==> src/rtl/mm_pkg.sv <==
// rtl/mm_pkg.sv - shared constants and helpers for the matrix-multiplication datapath
package mm_pkg;

    // Elastic stage occupancy states
    localparam logic [1:0] ST_EMPTY = 2'd0;
    localparam logic [1:0] ST_ONE   = 2'd1;
    localparam logic [1:0] ST_TWO   = 2'd2;

    localparam int DEFAULT_DATA_WIDTH = 18;

    // Bits needed to hold an occupancy of 0..2*depth
    function automatic int cnt_width(input int depth);
        return $clog2(2 * depth + 1);
    endfunction

endpackage

==> src/rtl/elastic_stage.sv <==
// rtl/elastic_stage.sv - one fully registered valid/ready stage with a skid slot
module elastic_stage
    import mm_pkg::*;
#(
    parameter int DATA_WIDTH = DEFAULT_DATA_WIDTH
) (
    input  logic                  clk,
    input  logic                  rst,
    input  logic                  flush,
    input  logic [DATA_WIDTH-1:0] up_data,
    input  logic                  up_valid,
    output logic                  up_ready,
    output logic [DATA_WIDTH-1:0] down_data,
    output logic                  down_valid,
    input  logic                  down_ready
);

    logic [1:0]            state;
    logic [DATA_WIDTH-1:0] main_q;
    logic [DATA_WIDTH-1:0] skid_q;
    logic                  full_q;
    logic                  accept;

    // Ready is held as a registered "full" flag so it clears to 0 on reset
    // and ready reads 1 straight out of reset without a combinational path.
    assign up_ready   = ~full_q;
    assign accept     = up_valid & ~full_q;
    assign down_valid = (state != ST_EMPTY);
    assign down_data  = main_q;

    // Occupancy FSM: main register feeds downstream, skid catches the word
    // that arrives in the cycle the downstream stalls.
    always_ff @(posedge clk or negedge rst) begin
        if (!rst) begin
            state  <= ST_EMPTY;
            main_q <= '0;
            skid_q <= '0;
            full_q <= 1'b0;
        end else if (flush) begin
            state  <= ST_EMPTY;
            full_q <= 1'b0;
        end else begin
            case (state)
                ST_EMPTY: begin
                    if (accept) begin
                        state  <= ST_ONE;
                        main_q <= up_data;
                    end
                end
                ST_ONE: begin
                    if (accept && down_ready) begin
                        main_q <= up_data;
                    end else if (accept) begin
                        state  <= ST_TWO;
                        skid_q <= up_data;
                        full_q <= 1'b1;
                    end else if (down_ready) begin
                        state <= ST_EMPTY;
                    end
                end
                ST_TWO: begin
                    if (down_ready) begin
                        state  <= ST_ONE;
                        main_q <= skid_q;
                        full_q <= 1'b0;
                    end
                end
                default: begin
                    state  <= ST_EMPTY;
                    full_q <= 1'b0;
                end
            endcase
        end
    end

endmodule

==> src/rtl/elastic_pipe.sv <==
// rtl/elastic_pipe.sv - DEPTH-stage elastic retiming pipe with flush and occupancy count
module elastic_pipe
    import mm_pkg::*;
#(
    parameter  int DATA_WIDTH = DEFAULT_DATA_WIDTH,
    parameter  int DEPTH      = 2,
    localparam int CNT_W      = cnt_width(DEPTH)
) (
    input  logic                  clk,
    input  logic                  rst,
    input  logic                  flush,
    input  logic [DATA_WIDTH-1:0] in_data,
    input  logic                  in_valid,
    output logic                  in_ready,
    output logic [DATA_WIDTH-1:0] out_data,
    output logic                  out_valid,
    input  logic                  out_ready,
    output logic [CNT_W-1:0]      count
);

    if (DEPTH < 1 || DEPTH > 16) begin : g_bad_depth
        $error("elastic_pipe: DEPTH must be in 1..16");
    end

    // Handshake chain: index k is the upstream side of stage k
    logic [DATA_WIDTH-1:0] data_c [0:DEPTH];
    logic [DEPTH:0]        valid_c;
    logic [DEPTH:0]        ready_c;
    logic                  in_xfer;
    logic                  out_xfer;

    assign data_c[0]      = in_data;
    assign valid_c[0]     = in_valid & ~flush;
    assign ready_c[DEPTH] = out_ready;

    // Flush blocks intake in its own cycle so the cleared pipe starts empty
    assign in_ready  = ready_c[0] & ~flush;
    assign out_data  = data_c[DEPTH];
    assign out_valid = valid_c[DEPTH];

    assign in_xfer  = in_valid & in_ready;
    assign out_xfer = out_valid & out_ready;

    for (genvar k = 0; k < DEPTH; k++) begin : g_stage
        elastic_stage #(
            .DATA_WIDTH(DATA_WIDTH)
        ) u_stage (
            .clk        (clk),
            .rst        (rst),
            .flush      (flush),
            .up_data    (data_c[k]),
            .up_valid   (valid_c[k]),
            .up_ready   (ready_c[k]),
            .down_data  (data_c[k+1]),
            .down_valid (valid_c[k+1]),
            .down_ready (ready_c[k+1])
        );
    end

    // Occupancy tracks transfers at both ends; a word leaving in the flush
    // cycle is already delivered, so flush simply zeroes the count.
    always_ff @(posedge clk or negedge rst) begin
        if (!rst) begin
            count <= '0;
        end else if (flush) begin
            count <= '0;
        end else if (in_xfer && !out_xfer) begin
            count <= count + CNT_W'(1);
        end else if (out_xfer && !in_xfer) begin
            count <= count - CNT_W'(1);
        end
    end

endmodule

==> config.mk <==
export PLATFORM = sky130hd
export DESIGN_NAME = elastic_pipe
export DESIGN_NICKNAME = d
export VERILOG_FILES = /design/src/rtl/mm_pkg.sv /design/src/rtl/elastic_stage.sv /design/src/rtl/elastic_pipe.sv
export SDC_FILE = /design/constraint.sdc
export NUM_CORES = 1
export LEC_CHECK = 0
export ABC_AREA = 1
export CAP_MARGIN = 20
export CORE_ASPECT_RATIO = 1.2
export CORE_UTILIZATION = 40
export DETAILED_ROUTE_END_ITERATION = 16
export PLACE_DENSITY_LB_ADDON = 0.3
export SYNTH_ARGS = -nofsm -noshare
export SYNTH_HDL_FRONTEND = slang
export SYNTH_SLANG_ARGS = --single-unit
==> constraint.sdc <==
create_clock -name clk -period 1.5 [get_ports clk]
set_input_delay 0.3 -clock clk [delete_from_list [all_inputs] [get_ports clk]]
set_output_delay 0.3 -clock clk [all_outputs]
set_load 0.01 [all_outputs]
Word level (Yosys, flattened, before mapping). Index checks and enable logic that the tools add are counted.

Add/subtract/negate cells: 2. Equality and inequality tests: 22. Multiplexer cells: 35. Bitwise operators: 11. Reduce and logical (&&, ||, !) cells: 21.

Operators with widths (count): 18-bit two-way mux (6); 18-bit case mux with 3 select lines (2); 2-bit two-way mux (12); 4-bit AND reduction (6); 3-bit by 2-bit inequality test with 1-bit output, second input constant (4); 3-bit inequality test, second input constant (4); 2-bit case mux with 3 select lines (2); 5-bit AND reduction (2); 3-bit two-way mux (3); 3-bit nonzero test (3); 1-bit two-way mux (8); 2-bit by 1-bit inequality test with 1-bit output, second input constant (4); 2-bit inequality test, second input constant (4); 1-bit AND (6); 1-bit case mux with 3 select lines (2); 1-bit inverter (5); 2-bit by 1-bit == test with 1-bit output, second input constant (2); 2-bit == test, second input constant (2); 1-bit logical AND (4); 2-bit logical NOT (2); 4-bit by 3-bit inequality test with 1-bit output, second input constant (1); 4-bit inequality test, second input constant (1); 2-bit nonzero test (2); 3-bit by 1-bit adder with 3-bit output, second input constant (1); other kinds (2) (3).

Register bits: 81. Input bits: 23. Output and inout port bits: 23.

Logic depth before layout (Yosys ltp). Gate-level depths: netlist of run 1.

Word-level depth: 8. Mapped depth: 13. Mapped depth without buffers: 12.

Cells and area by module. From an unflattened synthesis of run 1, not the netlist that was laid out.

Cells, all modules: 496. Area total of the unflattened synthesis: 3953.8 sq um.

Modules (own cells, without submodules): elastic_stage (instances 2, cells an instance 230, area each 1839.3 sq um, sequential area each 975.9 sq um); elastic_pipe (instances 1, cells an instance 36, area each 275.3 sq um, sequential area each 75.1 sq um).

Worst setup path after synthesis of run 1. No wires, ideal clock.

Path kind: input to register. Start: in flush. End: reg count[2]. Setup time: 116 ps. Data arrival time: 1599 ps. Data required time: 1384 ps. Slack: -215 ps. Stages on the path: 13. Buffers on the path: 1. Path through: buf_4 > nor2_4 > nand2_1 > inv_1 > nand2_1 > inv_1 > fa_1 > xnor2_1 > inv_1 > nand2_1 > nand2_1 > nand2_1 > nand2_1.

Longest elaborated chain between the ends: 6.

Ends and longest elaborated chain: start: declaration (RTL line elastic_pipe.sv:11) `input logic flush,`; 1-bit inverter (no source line) (*); 1-bit AND (*) (RTL line elastic_pipe.sv:37) `assign in_ready = ready_c[0] & ~flush;`; named net in_ready (RTL line elastic_pipe.sv:14) `output logic in_ready,`; 1-bit AND (*) (RTL line elastic_pipe.sv:41) `assign in_xfer = in_valid & in_ready;`; 1-bit logical AND / 1-bit logical NOT (equally long branches) (RTL line elastic_pipe.sv:67, elastic_pipe.sv:69); 3-bit two-way mux / 1-bit logical AND (equally long branches) (RTL line elastic_pipe.sv:67, elastic_pipe.sv:69); 3-bit two-way mux / 3-bit nonzero test (equally long branches); end signal: assignment (RTL line elastic_pipe.sv:68) `count <= count + CNT_W'(1);`; end signal: assignment (RTL line elastic_pipe.sv:70) `count <= count - CNT_W'(1);`; end: declaration (RTL line elastic_pipe.sv:18) `output logic [CNT_W-1:0] count`.

Mark *: on every way through the listed nets, which the timed path passes. The rest lies on a longest branch. A chain may end at the register's enable or synchronous reset.

Worst setup path after layout of run 1.
Start: in out_ready. End: reg count[2].

Longest elaborated chain between the ends: 5.

Ends and longest elaborated chain: start: declaration (RTL line elastic_pipe.sv:17) `input logic out_ready,`; 1-bit AND (*) (RTL line elastic_pipe.sv:42) `assign out_xfer = out_valid & out_ready;`; 1-bit logical NOT (RTL line elastic_pipe.sv:67) `end else if (in_xfer && !out_xfer) begin`; 1-bit logical AND (RTL line elastic_pipe.sv:67); 3-bit two-way mux (RTL line elastic_pipe.sv:67); 3-bit two-way mux (RTL line elastic_pipe.sv:65) `end else if (flush) begin`.

Mark *: on every way between the ends. The rest lies on a longest branch, timed or not.

==> metrics.md, run 1 <==
| Metric | Value |
|---|---|
| Number of max-cap violations | 0 |
| CP startpoint kind | primary input |
| Remaining antenna violation count | 0 |
| Highest clock rate | 0.660 GHz |
| Largest buffer count on any clock path | 2 |
| Relative max-transition margin | 76.0% |
| Total via count in the routed design | slightly below 3000 |
| Overall overflow remaining after global route | 0 |
| Met2 Resource Use GR | 23.2% |
| Total count of max-transition violations in the final report | 0 |
| Final count of hold timing violations | 0 |
| H-tree lvl count | 3 |
| CTS root buffer | sky130_fd_sc_hd__clkbuf_16 |
| Number of flops mapped to enable cells by yosys | 0 |
| Std cell rows | 39 |
| Buffers on Ports | 45 |
| N_diodes | 0 |
| Final Critical Period | roughly 1.5 ns |
| Final setup TNS | -0.0162 ns |
| Violations in the final reports | setup timing |
| Final weighted congestion in routability-driven placement | a little under 0.8 |
| Global-route wire length before repair | roughly 13000 um |
| Layout Cells excl Fill | between 600 and 700 |
| Least-Margin Pin Slew | around 0.36 ns |
| Relative contribution of sequential cells to total power | 42.9% |
| Unrepaired setup endpoints after global routing | yes |
| Commonest cells in the synthesized netlist | sky130_fd_sc_hd__nand2_1, sky130_fd_sc_hd__dfrtp_1, sky130_fd_sc_hd__inv_1 |
| Number of endpoints failing setup at the final stage | 1 |
| Clock latency of the later-clocked register in the worst-skew pair | around 0.33 ns |
| Commonest register cell after synthesis | sky130_fd_sc_hd__dfrtp_1 |
| Drt drc | 0 |
| P&R area growth vs syn | 22.2% |
| HPWL after detailed placement | approximately 4800 um |
| Count leader, synth | sky130_fd_sc_hd__nand2_1 |
| DP Cell Count | ~620 |
| Largest net degree at the start of global routing | 70 |
| Number of antenna violations at the first check in global routing | 0 |
| Kind of end point of the critical path | flop |
| Layer with the highest usage after global routing | met2 |
| Worst endpoint required time | roughly 1.7 ns |
| End-of-flow core utilization | just over 50% |
| Top Ports | between 40 and 50 |
| Critical-path cell list | clkdlybuf4s50_1 -> nand2_2 -> nand2_2 -> inv_2 -> fa_2 -> xnor2_2 -> inv_1 -> nand2_1 -> nand2_1 -> nand2_1 -> nand2_1 |
| M1 GR Usage | between 20% and 30% |
| Unique cell type count in the Yosys netlist | 24 |
| Crit path top cell by count | sky130_fd_sc_hd__nand2_1 |
| Worst min-delay path category | primary input to async pin |
| Cell area power density | 1580 nW/um^2 |
| Total routed wirelength | 7260 um |
| R2R Setup Slk | -0.01 ns |
| Fraction of layout cells with a size suffix above 1 | 16.7% |
| Cell with the biggest individual delay on the critical path | sky130_fd_sc_hd__clkdlybuf4s50_1 |
| Clk pin slew, worst setup/hold paths | around 0.06 ns |
| Syn_nets | between 400 and 500 |
| Die width | ~93 um |
| Max VDD drop | about 580 uV |
| Number of iterations in the first detailed-routing pass | 4 |
| Clock tree from TritonCTS | yes |
| Average via count per standard cell | ~4.6 |
| Pint | 0.00529 W |
| Setup Slack @ Placement | -0.540 ns |
| Via count of the first global-routing pass | about 2900 |
| Area of the placeable core | around 9600 um^2 |
| Net load switching power | 0.00241 W |
| Run status | complete, but fails checks |
| Terminus of the critical flop-to-flop path | count[2]$_DFFE_PN0P_ |
| Clock net sink count | just over 80 |
| Setup Skew | 0.00397 ns |
| Arrival time of data at the critical path endpoint | 1.74 ns |
| Y dimension of the die | 111 um |
| Async S/R FF share, synth | 100% |
| Part of the total power dissipated in the clock network | around 28% |
| Share of the synthesized area in the top cell type | between 50% and 60% |
| Met3 global-route usage | approximately 3.3% |
| Sequential-to-total area share from yosys stat | roughly half |
| Drt first-iter violations | 154 |
| Detail-routed net length per standard cell | around 11 um |
| Lkg Pwr | ~2.4 nW |
| Switching fraction of total power | between 30% and 40% |
| Worst reg2reg path startpoint | g_stage[0].u_stage.full_q$_DFFE_PN0P_ |
| Die Footprint | 10400 um^2 |
| TritonCTS buffer count | 9 |
| Number of synthesized register bits | about 80 |
| CP max stage delay | between 0.5 and 0.6 ns |
| Biggest area consumer among synthesized cells | sky130_fd_sc_hd__dfrtp_1 |
| Post-Synthesis Cell Area | 3990 um^2 |
| Post-Syn Area per Cell | 8.57 um^2 |
| Count of mapped cells out of synthesis | around 470 |
| Largest cells by area after synthesis | sky130_fd_sc_hd__dfrtp_1, sky130_fd_sc_hd__nand2_1, sky130_fd_sc_hd__o21a_1 |
| Depth of the worst register-to-register path | 12 |
| Post-route setup slack | -0.0162 ns |
| Total global-route track usage | 15.6% |
| Crit Path Class | primary input to flop |
| Crit Path Max Fanout | 2 |
| Initial core utilization | approximately two fifths |
| Post-layout net count | between 500 and 600 |
| Synthesis warning total | 0 |
| Combinational share of power | ~29% |
| Period utilisation layout | 101% |
[registers in the layout, summed over array words and instances (netlist names)]
name,flops
count,3
g_stage.u_stage.down_data,36
g_stage.u_stage.full_q,2
g_stage.u_stage.skid_q,36
g_stage.u_stage.state,4
[how the worst max path moves through the flow]
stage | to | cells after the start | start | slack, ns
2_1_floorplan | count[2]$_DFFE_PN0P_ | 13 | flush | -0.08
3_3_place_gp | count[2]$_DFFE_PN0P_ | 13 | flush | -0.49
3_5_place_dp | count[2]$_DFFE_PN0P_ | 13 | flush | -0.54
4_1_cts | count[2]$_DFFE_PN0P_ | 12 | g_stage[0].u_stage.full_q$_DFFE_PN0P_ | -0.002
5_1_grt | count[2]$_DFFE_PN0P_ | 12 | g_stage[1].u_stage.state[0]$_DFFE_PN0P_ | -0.13
6_report | count[2]$_DFFE_PN0P_ | 11 | out_ready | -0.02
[cells in the final DEF (no fill, tap or decap), drive strengths merged, types with 6 or more instances in the layout]
cell type	Yosys	routed
nand2	151	152
dfrtp	81	81
o21ai	74	74
inv	52	54
o21a	32	32
buf	37	27
dlygate4sd2	0	22
clkdlybuf4s50	0	20
nor2	15	15
clkbuf	2	9
nand3	9	9
a21oi	6	6
[layout make-up]
| type | count | area [um^2] |
|---|---|---|
| clock buffers | 9 | 225 |
| clock inverters | 7 | 67.6 |
| fillers | 918 | 4730 |
| inverters | 52 | 195 |
| multi-input cells | 295 | 1540 |
| flip-flops and latches | 81 | 2030 |
| well taps | 123 | 154 |
| repair buffers | 70 | 673 |
[per-stage QoR]
step	power (W)	instance area, um^2	hold slack (ns)
global route	0.00828	4880	0.376
detailed placement	0.00578	4540	0.175
floorplan	0.00509	4030	0.00441
finish	0.00770	4880	0.367
global placement	0.00569	4540	0.175
CTS	0.00780	4830	0.368
[power groups by stage]
stage / Clock (W) / Sequential [W] / Combinational [W]
2_1_floorplan: 0 / 0.00329 / 0.00180
5_1_grt: 0.00230 / 0.00342 / 0.00256
3_5_place_dp: 0 / 0.00336 / 0.00241
3_3_place_gp: 0 / 0.00334 / 0.00236
6_report: 0.00214 / 0.00331 / 0.00226
4_1_cts: 0.00222 / 0.00331 / 0.00227
[kinds of logic after synthesis]
| group | share of synthesized area [%] |
|---|---|
| AO/OA/AOI/OAI | 18.0 |
| adder cells (fa/ha/maj) | 0.501 |
| AND/OR/NAND/NOR | 18.2 |
| XOR/XNOR | 0.219 |
| flip-flops | 50.8 |
| buffers and inverters | 12.3 |
[critical path: cells and delay by family]
kind	cells	cell delay [ns]
buffers and inverters	3	0.60
XOR/XNOR	1	0.15
adder cells (fa/ha/maj)	1	0.34
AND/OR/NAND/NOR	6	0.35
[layer usage]
metal,share of wire (%),up-vias
li1,-,1550
met4,1.8,0
met2,46,50
met1,50,1342
met3,3.1,10
met5,0,-
[what timing repair did]
action,4_1_cts,5_1_grt
buffers inserted,3,1
endpoints found under the setup margin,34,51
endpoints found under the hold margin,12,0
resized for setup,30,10
gates cloned,0,1
hold buffers,1,0
pin swaps,4,2
(Power assumes the default switching activity.)
==> run 2, diff against run 1 <==
--- a/config.mk
+++ b/config.mk
@@ -6,7 +6,7 @@
 export NUM_CORES = 1
 export LEC_CHECK = 0
 export ABC_AREA = 1
-export CAP_MARGIN = 20
+export CAP_MARGIN = 5
 export CORE_ASPECT_RATIO = 1.2
 export CORE_UTILIZATION = 40
 export DETAILED_ROUTE_END_ITERATION = 16
==> results of run 2 <==
No change in the layout: final DEF, timing and power equal those of run 1.
==> run 3, diff against run 2 <==
--- a/config.mk
+++ b/config.mk
@@ -9,6 +9,7 @@
 export CAP_MARGIN = 5
 export CORE_ASPECT_RATIO = 1.2
 export CORE_UTILIZATION = 40
+export CTS_BUF_LIST = sky130_fd_sc_hd__clkbuf_16
 export DETAILED_ROUTE_END_ITERATION = 16
 export PLACE_DENSITY_LB_ADDON = 0.3
 export SYNTH_ARGS = -nofsm -noshare
==> results of run 3 <==
No change in the layout: final DEF, timing and power equal those of run 1.
